===== config.mk =====
export PLATFORM = sky130hd
export DESIGN_NAME = fft_ram_arbiter
export DESIGN_NICKNAME = d
export VERILOG_FILES = /design/src/rtl/fft_ram_arbiter.sv
export SDC_FILE = /design/constraint.sdc
export NUM_CORES = 1
export LEC_CHECK = 0
export BUFFER_PORTS_ARGS = -buffer_cell sky130_fd_sc_hd__buf_4
export CAP_MARGIN = 5
export CORE_ASPECT_RATIO = 0.7
export CORE_MARGIN = 2
export CORE_UTILIZATION = 37
export CTS_CLUSTER_SIZE = 40
export DETAILED_ROUTE_END_ITERATION = 12
export PLACE_DENSITY_LB_ADDON = 0.25
export RECOVER_POWER = 100
export SLEW_MARGIN = 0
export SYNTH_ARGS = -nofsm -noshare
export SYNTH_HDL_FRONTEND = slang
export SYNTH_SLANG_ARGS = --single-unit
export TNS_END_PERCENT = 20

===== constraint.sdc =====
create_clock -name clk -period 1.45 [get_ports clk]
set_input_delay 0.145 -clock clk [delete_from_list [all_inputs] [get_ports clk]]
set_output_delay 0.145 -clock clk [all_outputs]
set_load 0.05 [all_outputs]

===== src/rtl/fft_ram_arbiter.sv =====
// fft_ram_arbiter: round-robin, burst-locked sharing of one FFT RAM read port with latency-aligned read tagging.
// Optional burst watchdog (adds wd_trip output) enabled by FFTARB_WATCHDOG_EN.
module fft_ram_arbiter #(
  parameter int NREQ = 2,
  parameter int AW = 10,
  parameter int DW = 28,
  parameter int RD_LAT = 2,
  parameter int WD_MAX = 256
) (
  input  logic clk,
  input  logic reset,
  input  logic [NREQ-1:0] req,
  input  logic [NREQ-1:0] last,
  input  logic [NREQ*AW-1:0] addr,
  output logic [NREQ-1:0] grant,
  output logic [AW-1:0] ram_addr,
  input  logic [DW-1:0] ram_q,
  output logic [NREQ-1:0] rvalid,
  output logic [DW-1:0] rdata,
  output logic busy
`ifdef FFTARB_WATCHDOG_EN
  ,
  output logic wd_trip
`endif
);
  localparam int IW = $clog2(NREQ);
  typedef enum logic {IDLE, BUSY} state_t;
  state_t state, state_nxt;
  logic [IW-1:0] ptr, ptr_nxt, own, own_nxt, sel;
  logic [NREQ-1:0] grant_nxt;
  logic [NREQ-1:0] tags [RD_LAT];
  logic [AW-1:0] addr_q;
  logic found, issue, done, wd_hit, any_tag;

  if (NREQ < 2 || NREQ > 8 || RD_LAT < 1 || RD_LAT > 4 || WD_MAX < 1) begin : g_bad
    $error("fft_ram_arbiter: parameter out of range");
  end

  always_comb begin
    sel = '0;
    found = 1'b0;
    for (int i = 0; i < NREQ; i++) begin
      if (!found && req[(int'(ptr) + i) % NREQ]) begin
        found = 1'b1;
        sel = IW'((int'(ptr) + i) % NREQ);
      end
    end
  end

  assign issue = (state == BUSY) && req[own];
  assign done = (state == BUSY) && (!req[own] || last[own] || wd_hit);
  assign ram_addr = issue ? addr[own*AW +: AW] : addr_q;
  assign rvalid = tags[RD_LAT-1];
  assign rdata = ram_q;
  assign busy = (state == BUSY) || any_tag;

  always_comb begin
    state_nxt = state == IDLE ? (found ? BUSY : IDLE) : (done ? IDLE : BUSY);
    grant_nxt = state == IDLE ? (found ? NREQ'(1) << sel : '0) : (done ? '0 : grant);
    own_nxt = (state == IDLE && found) ? sel : own;
    ptr_nxt = done ? IW'((int'(own) + 1) % NREQ) : ptr;
    any_tag = 1'b0;
    for (int i = 0; i < RD_LAT; i++) any_tag = any_tag | (|tags[i]);
  end

  always_ff @(posedge clk or negedge reset) begin
    if (!reset) begin
      state <= IDLE;
      grant <= '0;
      own <= '0;
      ptr <= '0;
      addr_q <= '0;
      for (int i = 0; i < RD_LAT; i++) tags[i] <= '0;
    end else begin
      state <= state_nxt;
      grant <= grant_nxt;
      own <= own_nxt;
      ptr <= ptr_nxt;
      addr_q <= ram_addr;
      tags[0] <= issue ? grant : '0;
      for (int i = 1; i < RD_LAT; i++) tags[i] <= tags[i-1];
    end
  end

`ifdef FFTARB_WATCHDOG_EN
  localparam int CW = $clog2(WD_MAX + 1);
  logic [CW-1:0] cnt;
  // Only a read that is not itself the last one can trip the limit.
  assign wd_hit = issue && !last[own] && cnt == CW'(WD_MAX - 1);
  always_ff @(posedge clk or negedge reset) begin
    if (!reset) begin
      cnt <= '0;
      wd_trip <= 1'b0;
    end else begin
      cnt <= state == IDLE ? '0 : cnt + CW'(issue);
      wd_trip <= wd_hit;
    end
  end
`else
  assign wd_hit = 1'b0;
`endif
endmodule

==> impl_metrics.yaml, run 1 <==
outcome:
  status: "finished, violations left"
  violations: "setup timing"
floorplanning:
  ios: 97
  die_area_um2: 3470
  dieWidth_um: 69.5
  die_h_um: 49.9
  rows: 16
  design.core.area_um2: 2820
  start_util_pct: 39.4
global_routing:
  gr-max-usage-layer: "met2"
  first_global_vias: 866
  use_met2_pct: 24.7
  gr-usage-met3_pct: 6.13
  grt_pass1_wl_mm: 4.28
  grt-ovfl-total: 0
  antenna_found_initial: 0
  grt_start_max_net_pins: 32
  grtUsageMet1_pct: 20.2
  grt.total_usage_pct: 15.9
cts:
  clock-sinks: 19
  clockRootBuffer: "clkbuf_8"
  numCtsBuffers: 3
  tritoncts: "yes"
  htreeDepth: 1
  clock_path_buffers: 2
  clkTransAtPathRegs_ns: 0.07
  clk_latency_ns: 0.25
drt:
  drtIter0Drc: 33
  post-route-drc-count: 0
  detail_route.vias_per_cell: 5.12
  dr.pass1.iters: 4
  post_drt_wl_per_cell_um: 14.9
  antenna_left: 0
  wl_mm: 2.41
  via_count: 829
layout:
  layout-drive-gt1-share_pct: 58.7
  antennaDiodeCount: 0
  nets: 181
  mostFrequentLayoutCells: "buf_4, dfrtp_1, buf_6, a31oi_4, a21oi_2"
  mostFrequentLayoutCell: "buf_4"
  finish.utilization_pct: 55.4
  syn_to_final_growth_pct: 40.6
power_and_ir_drop:
  pwr-share-seq_pct: 21.5
  ir_drop_v: 0.00145
  clkPwrFrac_pct: 8.8
  p_int_mw: 2.07
  p_comb_share_pct: 69.7
  p_switching_mw: 2.09
  swShare_pct: 50.2
  powerDensity_nw_per_um2: 2650
  leakage_nw: 0.672
setup_path:
  path_max_fanout: 5
  start_kind: "flip-flop"
  critical_path_required_ns: 1.31
  crit_path_end_kind: "output pin"
  critical_path_arrival_ns: 1.58
  critPathKind: "flip-flop to output pin"
synth:
  syn-instance-count: 110
  synth_fp_nets: 164
  synth_area_um2: 1110
  ys_warn_count: 0
  ys_ff_latch: 19
  avgSynthCellArea_um2: 10.1
  yosysSeqAreaShare_pct: 42.7
  synth_cell_types: 23
sta:
  slew_headroom_pct: 60.6
  fin_crit_sh_pct: 119
  finalMaxSlewViolations: 0
  final.setup.worst_slack_ns: -0.278
  hold_violations: 0
  fin_skew_ns: 0.00320
  worst_slew_pin_slew_ns: 0.594
  finalSetupViolations: 10
  max_freq_ghz: 0.579
  period_needed_ns: 1.73
  fin_tns_setup_ns: -2.53
  rsz0062_at_grt: "yes"
run:
  maxCapViolCount: 0
place:
  io_buffers: 40
  gp_congestion: 0.751
worst_hold_path:
  hold_class: "input port to flip-flop"
## area by class of cell
cell class | instances | area, µm²
fillers | 252 | 1260
multi-input cells | 54 | 571
flip-flops and latches | 19 | 477
repair buffers | 47 | 418
well taps | 36 | 45.0
clock buffers | 3 | 41.3
inverters | 2 | 7.51
clock inverters | 1 | 5.00
## power groups by stage
| stage | Clock [mW] | Sequential (mW) | Combinational (mW) |
|---|---|---|---|
| after global placement | 0 | 0.854 | 2.59 |
| after floorplan | 0 | 0.902 | 2.15 |
| after detailed placement | 0 | 0.863 | 2.63 |
| after CTS | 0.380 | 0.893 | 2.93 |
| final | 0.366 | 0.893 | 2.89 |
| after global routing | 0.410 | 0.926 | 3.05 |
## stage by stage
stage | cells | hold slack [ns] | setup slack [ns] | instance area, µm² | power [mW]
6_report | 162 | 0.207 | -0.278 | 1560 | 4.15
3_5_place_dp | 155 | 0.0375 | -0.0755 | 1400 | 3.49
2_1_floorplan | 110 | -0.151 | -0.0683 | 1260 | 3.05
3_3_place_gp | 155 | 0.0332 | -0.0432 | 1400 | 3.44
5_1_grt | 162 | 0.198 | -0.338 | 1560 | 4.38
4_1_cts | 162 | 0.196 | -0.289 | 1580 | 4.20
## worst max-delay path, stage by stage, from the launching register on
cell and delay [ns]:
dfrtp_2 0.45, mux2_4 0.37, buf_6 0.15, a31oi_4 0.17
buf_6 0.18
## cell families after synthesis
family | Yosys count | share of synthesized area, %
compound gates | 28 | 15.2
buf+inv | 39 | 25.6
flops | 19 | 42.7
mux | 11 | 10.3
simple gates | 13 | 6.07
## synth_stat cells (all sizes together)
library cell	n	area share, %
buf	36	25
dfrtp	19	43
a21oi	11	5.3
a31oi	10	5.6
mux2i	10	9.0
nand2	4	1.3
o21ai	3	1.3
and3	2	1.1
inv	2	0.68
nand2b	2	1.1
nor3	2	0.90
a211o	1	0.79
clkbuf	1	0.34
mux2	1	1.3
nand3b	1	0.68
nor2	1	0.34
nor2b	1	0.56
o211ai	1	0.68
o21a	1	0.68
o22a	1	0.79
## final timing paths
kind | start | end | slack [ns] | cells past startpoint
max reg2reg | own | addr_q[0] | 0.18 | 3
min reg2reg | tags[3] | rvalid[1] | 0.40 | 0
min in group asynchronous | reset | addr_q[0] | 0.37 | 2
max | own | ram_addr[3] | -0.28 | 4
max in group asynchronous | reset | own | 0.72 | 2
min | req[1] | state | 0.21 | 3
## layer usage
layer | up-vias | wire, µm | share of wire [%]
met5 | - | 0 | 0
met4 | 0 | 26 | 1.1
met3 | 8 | 208 | 8.6
met2 | 32 | 1070 | 44
met1 | 404 | 1100 | 46
li1 | 385 | - | -
## sequential cells by signal, summed over array words and instances (netlist names)
name / flops
own: 1
ptr: 1
addr_q: 10
grant: 2
state: 1
tags: 2
rvalid: 2
## what timing repair did
action                                 4_1_cts  5_1_grt
setup endpoints to repair                   11       11
hold buffers                                 1        0
pin swaps                                    6        1
cloned                                       2        0
buffers inserted                             0        0
endpoints found under the hold margin       19        0
gates resized for setup                     26        1
(Power assumes the default switching activity.)
==> run 2, diff against run 1 <==
==> constraint.sdc (replaced) <==
create_clock -name clk -period 1.45 [get_ports clk]
set_input_delay 0.2175 -clock clk [delete_from_list [all_inputs] [get_ports clk]]
set_output_delay 0.2175 -clock clk [all_outputs]
set_load 0.05 [all_outputs]
==> run 2 against run 1 <==
Against the previous run: the flow still finishes with violations (setup timing); global-route usage down 0.13 points; worst setup slack worse by 0.053 ns; worst hold slack better by 0.14 ns; sequential power up 1%; clock skew down 0.0024 ns; clock power down 1%; register-to-register slack worse by 0.07 ns; critical endpoint is now ram_addr[4].
==> impl_metrics.yaml, run 2 (synthesis gave the netlist of run 1 again) <==
global_routing:
  grt_start_max_net_pins: 32
  grt-ovfl-total: 0
  antenna_found_initial: 0
  grt_pass1_wl_mm: 4.33
  first_global_vias: 894
  grt.total_usage_pct: 15.8
setup_path:
  cp_num_buf_inv: 2
  critical_path_required_ns: 1.23
  critPathKind: "flip-flop to output pin"
  crit_chain: "mux2_4 > buf_12 > a31oi_4 > buf_6"
  cp_top_family: "flip-flops"
  critical_path_arrival_ns: 1.56
  slowest_stage: "dfrtp_2"
  start_kind: "flip-flop"
  path_max_fanout: 5
  critical_path.max_stage_delay_ns: 0.45
  crit_path_end_kind: "output pin"
place:
  place_hpwl_mm: 1.66
  gp_congestion: 0.763
  io_buffers: 40
  pre_cts_ws_ns: -0.128
drt:
  post_drt_wl_per_cell_um: 14.5
  dr.pass1.iters: 4
  antenna_left: 0
  detail_route.vias_per_cell: 4.96
  via_count: 829
  post-route-drc-count: 0
  wl_mm: 2.42
  drtIter0Drc: 37
cts:
  clk_latency_ns: 0.25
  clock-sinks: 19
  tritoncts: "yes"
  clock_path_buffers: 2
  htreeDepth: 1
  clockRootBuffer: "clkbuf_8"
  numCtsBuffers: 3
  clkTransAtPathRegs_ns: 0.07
layout:
  top_register: "addr_q"
  fillers: 244
  antennaDiodeCount: 0
  largest_register_ffs: 10
  finish.utilization_pct: 57.6
  syn_to_final_growth_pct: 46.1
  nets: 186
  mostFrequentLayoutCells: "buf_4, dfrtp_1, buf_6, a31oi_4"
  layout-drive-gt1-share_pct: 61.1
  mostFrequentLayoutCell: "buf_4"
sta:
  slew_headroom_pct: 68.6
  worst_slew_pin_slew_ns: 0.471
  max_freq_ghz: 0.561
  finalMaxSlewViolations: 0
  fin_skew_ns: 0.000799
  period_needed_ns: 1.78
  hold_violations: 0
  finalSetupViolations: 10
  final.setup.worst_slack_ns: -0.331
  fin_crit_sh_pct: 123
  rsz0062_at_grt: "yes"
power_and_ir_drop:
  leakage_nw: 0.706
  powerDensity_nw_per_um2: 2620
  ir_drop_v: 0.00139
floorplanning:
  ios: 97
  design.core.area_um2: 2820
  rows: 16
  die_area_um2: 3470
  die_h_um: 49.9
  start_util_pct: 39.4
  dieWidth_um: 69.5
outcome:
  status: "finished, violations left"
  violations: "setup timing"
worst_hold_path:
  hold_class: "input port to flip-flop"
run:
  maxCapViolCount: 0
==> run 2: cell type report <==
type                       instances  area (µm²)  share of cell area (%)
inverter                           2        7.51                   0.462
tap                               36        45.0                    2.77
clock buffer                       4        45.0                    2.77
multi-input combinational         55         596                    36.6
timing repair buffer              51         455                    28.0
sequential                        19         477                    29.3
==> run 2: final timing paths <==
check,from,to,slack (ns),cells after the start
max,own,ram_addr[4],-0.33,4
min,last[1],state,0.35,3
max reg2reg,own,addr_q[4],0.11,4
min reg2reg,tags[2],rvalid[0],0.43,0
max in group asynchronous,reset,own,0.66,2
min in group asynchronous,reset,rvalid[1],0.45,2
==> run 2: timing repair <==
| action | in CTS | in global routing |
|---|---|---|
| hold endpoints to repair | 19 | 0 |
| cloned | 3 | 0 |
| pin swaps | 9 | 1 |
| hold buffers | 1 | 0 |
| resized for setup | 26 | 2 |
| setup buffers | 2 | 0 |
| endpoints found under the setup margin | 11 | 11 |
==> run 2: worst min-delay path: cells and delay by family <==
| family | cells | cell delay, ns |
|---|---|---|
| compound gates | 2 | 0.27 |
| buf+inv | 1 | 0.08 |
==> run 2: report_power, final <==
part           internal (mW)  total (mW)  switching, mW
clock                  0.195       0.362          0.167
combinational           1.19        2.99           1.79
sequential             0.755       0.904          0.150
==> run 2: layer usage <==
layer,wire length [µm],global-route usage (%),share of wire (%)
met5,0,0,0
met4,33,4.90,1.4
met3,216,6.75,8.9
met2,1120,24.0,46
met1,1050,20.4,43
==> run 2: stage by stage <==
stage | total power, mW | cell area [µm²] | std cells | hold slack (ns) | setup TNS (ns)
2_1_floorplan | 3.05 | 1260 | 110 | -0.0781 | -1.97
3_3_place_gp | 3.47 | 1430 | 157 | 0.105 | -0.962
3_5_place_dp | 3.51 | 1430 | 157 | 0.105 | -1.14
4_1_cts | 4.29 | 1630 | 167 | 0.347 | -3.13
5_1_grt | 4.48 | 1630 | 167 | 0.363 | -3.75
6_report | 4.25 | 1630 | 167 | 0.350 | -3.14
==> run 3, diff against run 2 <==
MAX_ROUTING_LAYER = met4   (was default)
REMOVE_ABC_BUFFERS = 1   (was default)
==> run 3 against run 2 <==
Against the previous run: the run still ends with setup timing left; register-to-register slack lost 0.02 ns; non-clock buffer count shrank 5; fmax grew 0.49%; via count grew 7.8%; critical path depth shrank 1; die area is the same; worst setup slack gained 0.0087 ns; sequential share of layout area grew 0.81 points; worst hold slack lost 0.036 ns; clock-buffer cell count shrank 1; utilization shrank 1.6 points; critical endpoint is now ram_addr[6]; highest routed layer unchanged.
==> impl_metrics.yaml, run 3 (synthesis gave the netlist of run 1 again) <==
sta:
  worst_hold_slack_ns: 0.314
  period_needed_ns: 1.77
  slew_headroom_pct: 67.9
  max_freq_ghz: 0.564
  finalMaxSlewViolations: 0
  rsz0062_at_grt: "yes"
  finalSetupViolations: 10
  worst_slew_pin_slew_ns: 0.481
  final.setup.worst_slack_ns: -0.323
  fin_crit_sh_pct: 122
  hold_violations: 0
  fin_skew_ns: 0.00316
  fin_tns_setup_ns: -3.10
cts:
  numCtsBuffers: 3
  clock_path_buffers: 2
  clk_latency_ns: 0.26
  clock-sinks: 19
  clockRootBuffer: "clkbuf_8"
  tritoncts: "yes"
  clkTransAtPathRegs_ns: 0.07
  htreeDepth: 1
setup_path:
  slowest_stage: "dfrtp_2"
  critical_path_required_ns: 1.23
  path_max_fanout: 6
  critical_path.max_stage_delay_ns: 0.48
  critPathKind: "flip-flop to output pin"
  start_kind: "flip-flop"
  critical_path_arrival_ns: 1.56
  crit_path_end_kind: "output pin"
  crit_chain: "mux2_4 > a31oi_4 > buf_6"
global_routing:
  first_global_vias: 865
  grt.total_usage_pct: 21.4
  antenna_found_initial: 0
  grt-ovfl-total: 0
  grt_pass1_wl_mm: 5.21
  grt_start_max_net_pins: 20
layout:
  syn_to_final_growth_pct: 42.2
  nets: 181
  top_register: "addr_q"
  mostFrequentLayoutCells: "buf_4, dfrtp_1, buf_6, a21oi_2, a31oi_4"
  largest_register_ffs: 10
  layout-drive-gt1-share_pct: 64.3
  antennaDiodeCount: 0
  mostFrequentLayoutCell: "buf_4"
  finish.utilization_pct: 56.0
place:
  gp_congestion: 0.758
  io_buffers: 40
  place_hpwl_mm: 2.24
power_and_ir_drop:
  ir_drop_v: 0.00129
  powerDensity_nw_per_um2: 2670
  total_power_mw: 4.22
  leakage_nw: 0.679
run:
  maxCapViolCount: 0
drt:
  antenna_left: 0
  post_drt_wl_per_cell_um: 21.4
  via_count: 894
  post-route-drc-count: 0
  wl_mm: 3.46
  detail_route.vias_per_cell: 5.52
  dr.pass1.iters: 4
  drtIter0Drc: 30
floorplanning:
  ios: 97
  die_area_um2: 3470
  dieWidth_um: 69.5
  start_util_pct: 39.4
  rows: 16
  die_h_um: 49.9
  design.core.area_um2: 2820
outcome:
  status: "finished, violations left"
  violations: "setup timing"
worst_hold_path:
  hold_class: "input port to flip-flop"
## run 3: cell count changes in the layout (fill, tap and decap cells not counted), moves of 2 or more
| cell | change |
|---|---|
| mux2_2 | -2 |
| a31oi_4 | -4 |
| buf_4 | -2 |
| mux2i_2 | +4 |
| mux2i_1 | -5 |
| a21oi_4 | +2 |
| a21oi_2 | -2 |
| a31oi_2 | +4 |
| mux2_4 | +2 |
## run 3: layout make-up
cell class	instances	area, µm²
timing repair buffer	46	402
clock inverter	1	5.00
inverter	2	7.51
clock buffer	3	41.3
sequential	19	477
multi-input combinational	55	604
tap	36	45.0
fill	240	1240
## run 3: worst max-delay path, delay by kind of cell, from the launching register on
kind                   cells  cell delay [ns]
AO/OA/AOI/OAI              1             0.21
buffers and inverters      1             0.18
flip-flops                 1             0.48
multiplexers               1             0.42
## run 3: worst paths after layout
kind,from,endpoint,slack [ns],cells past startpoint
min in group asynchronous,reset,addr_q[7],0.45,2
worst min register to register,tags[2],rvalid[0],0.40,0
worst max-delay path,own,ram_addr[6],-0.32,3
worst max register to register,own,addr_q[9],0.09,4
worst min-delay path,req[0],state,0.31,3
max in group asynchronous,reset,own,0.64,2
## run 3: repair_timing
item | CTS | global route
hold buffers | 1 | 0
gates resized for setup | 47 | 10
pin swaps | 1 | 8
setup endpoints to repair | 11 | 11
gates cloned | 3 | 0
buffers inserted | 0 | 1
hold endpoints to repair | 19 | 0
## run 3: stage by stage
step                setup slack, ns  instance area (µm²)  cells
CTS                          -0.308                 1530    161
global placement            -0.0446                 1210    153
detailed placement          -0.0923                 1210    153
finish                       -0.323                 1580    162
global route                 -0.380                 1580    162
floorplan                    -0.825                  835     73
## run 3: power by group
group	leakage [nW]	internal (mW)	total (mW)	switching, mW
combinational	0.428	1.16	2.92	1.76
clock	0.0255	0.191	0.369	0.178
sequential	0.225	0.755	0.930	0.175
total	0.679	2.10	4.22	2.11
## run 3: routing by layer
| layer | share of wire (%) | up-vias | track usage, % | wire length, µm |
|---|---|---|---|---|
| li1 | - | 390 | - | - |
| met1 | 46 | 429 | 29.5 | 1580 |
| met2 | 36 | 73 | 22.4 | 1240 |
| met3 | 18 | 2 | 18.8 | 635 |
| met4 | 0.20 | 0 | 2.61 | 7 |
| met5 | 0 | - | - | 0 |
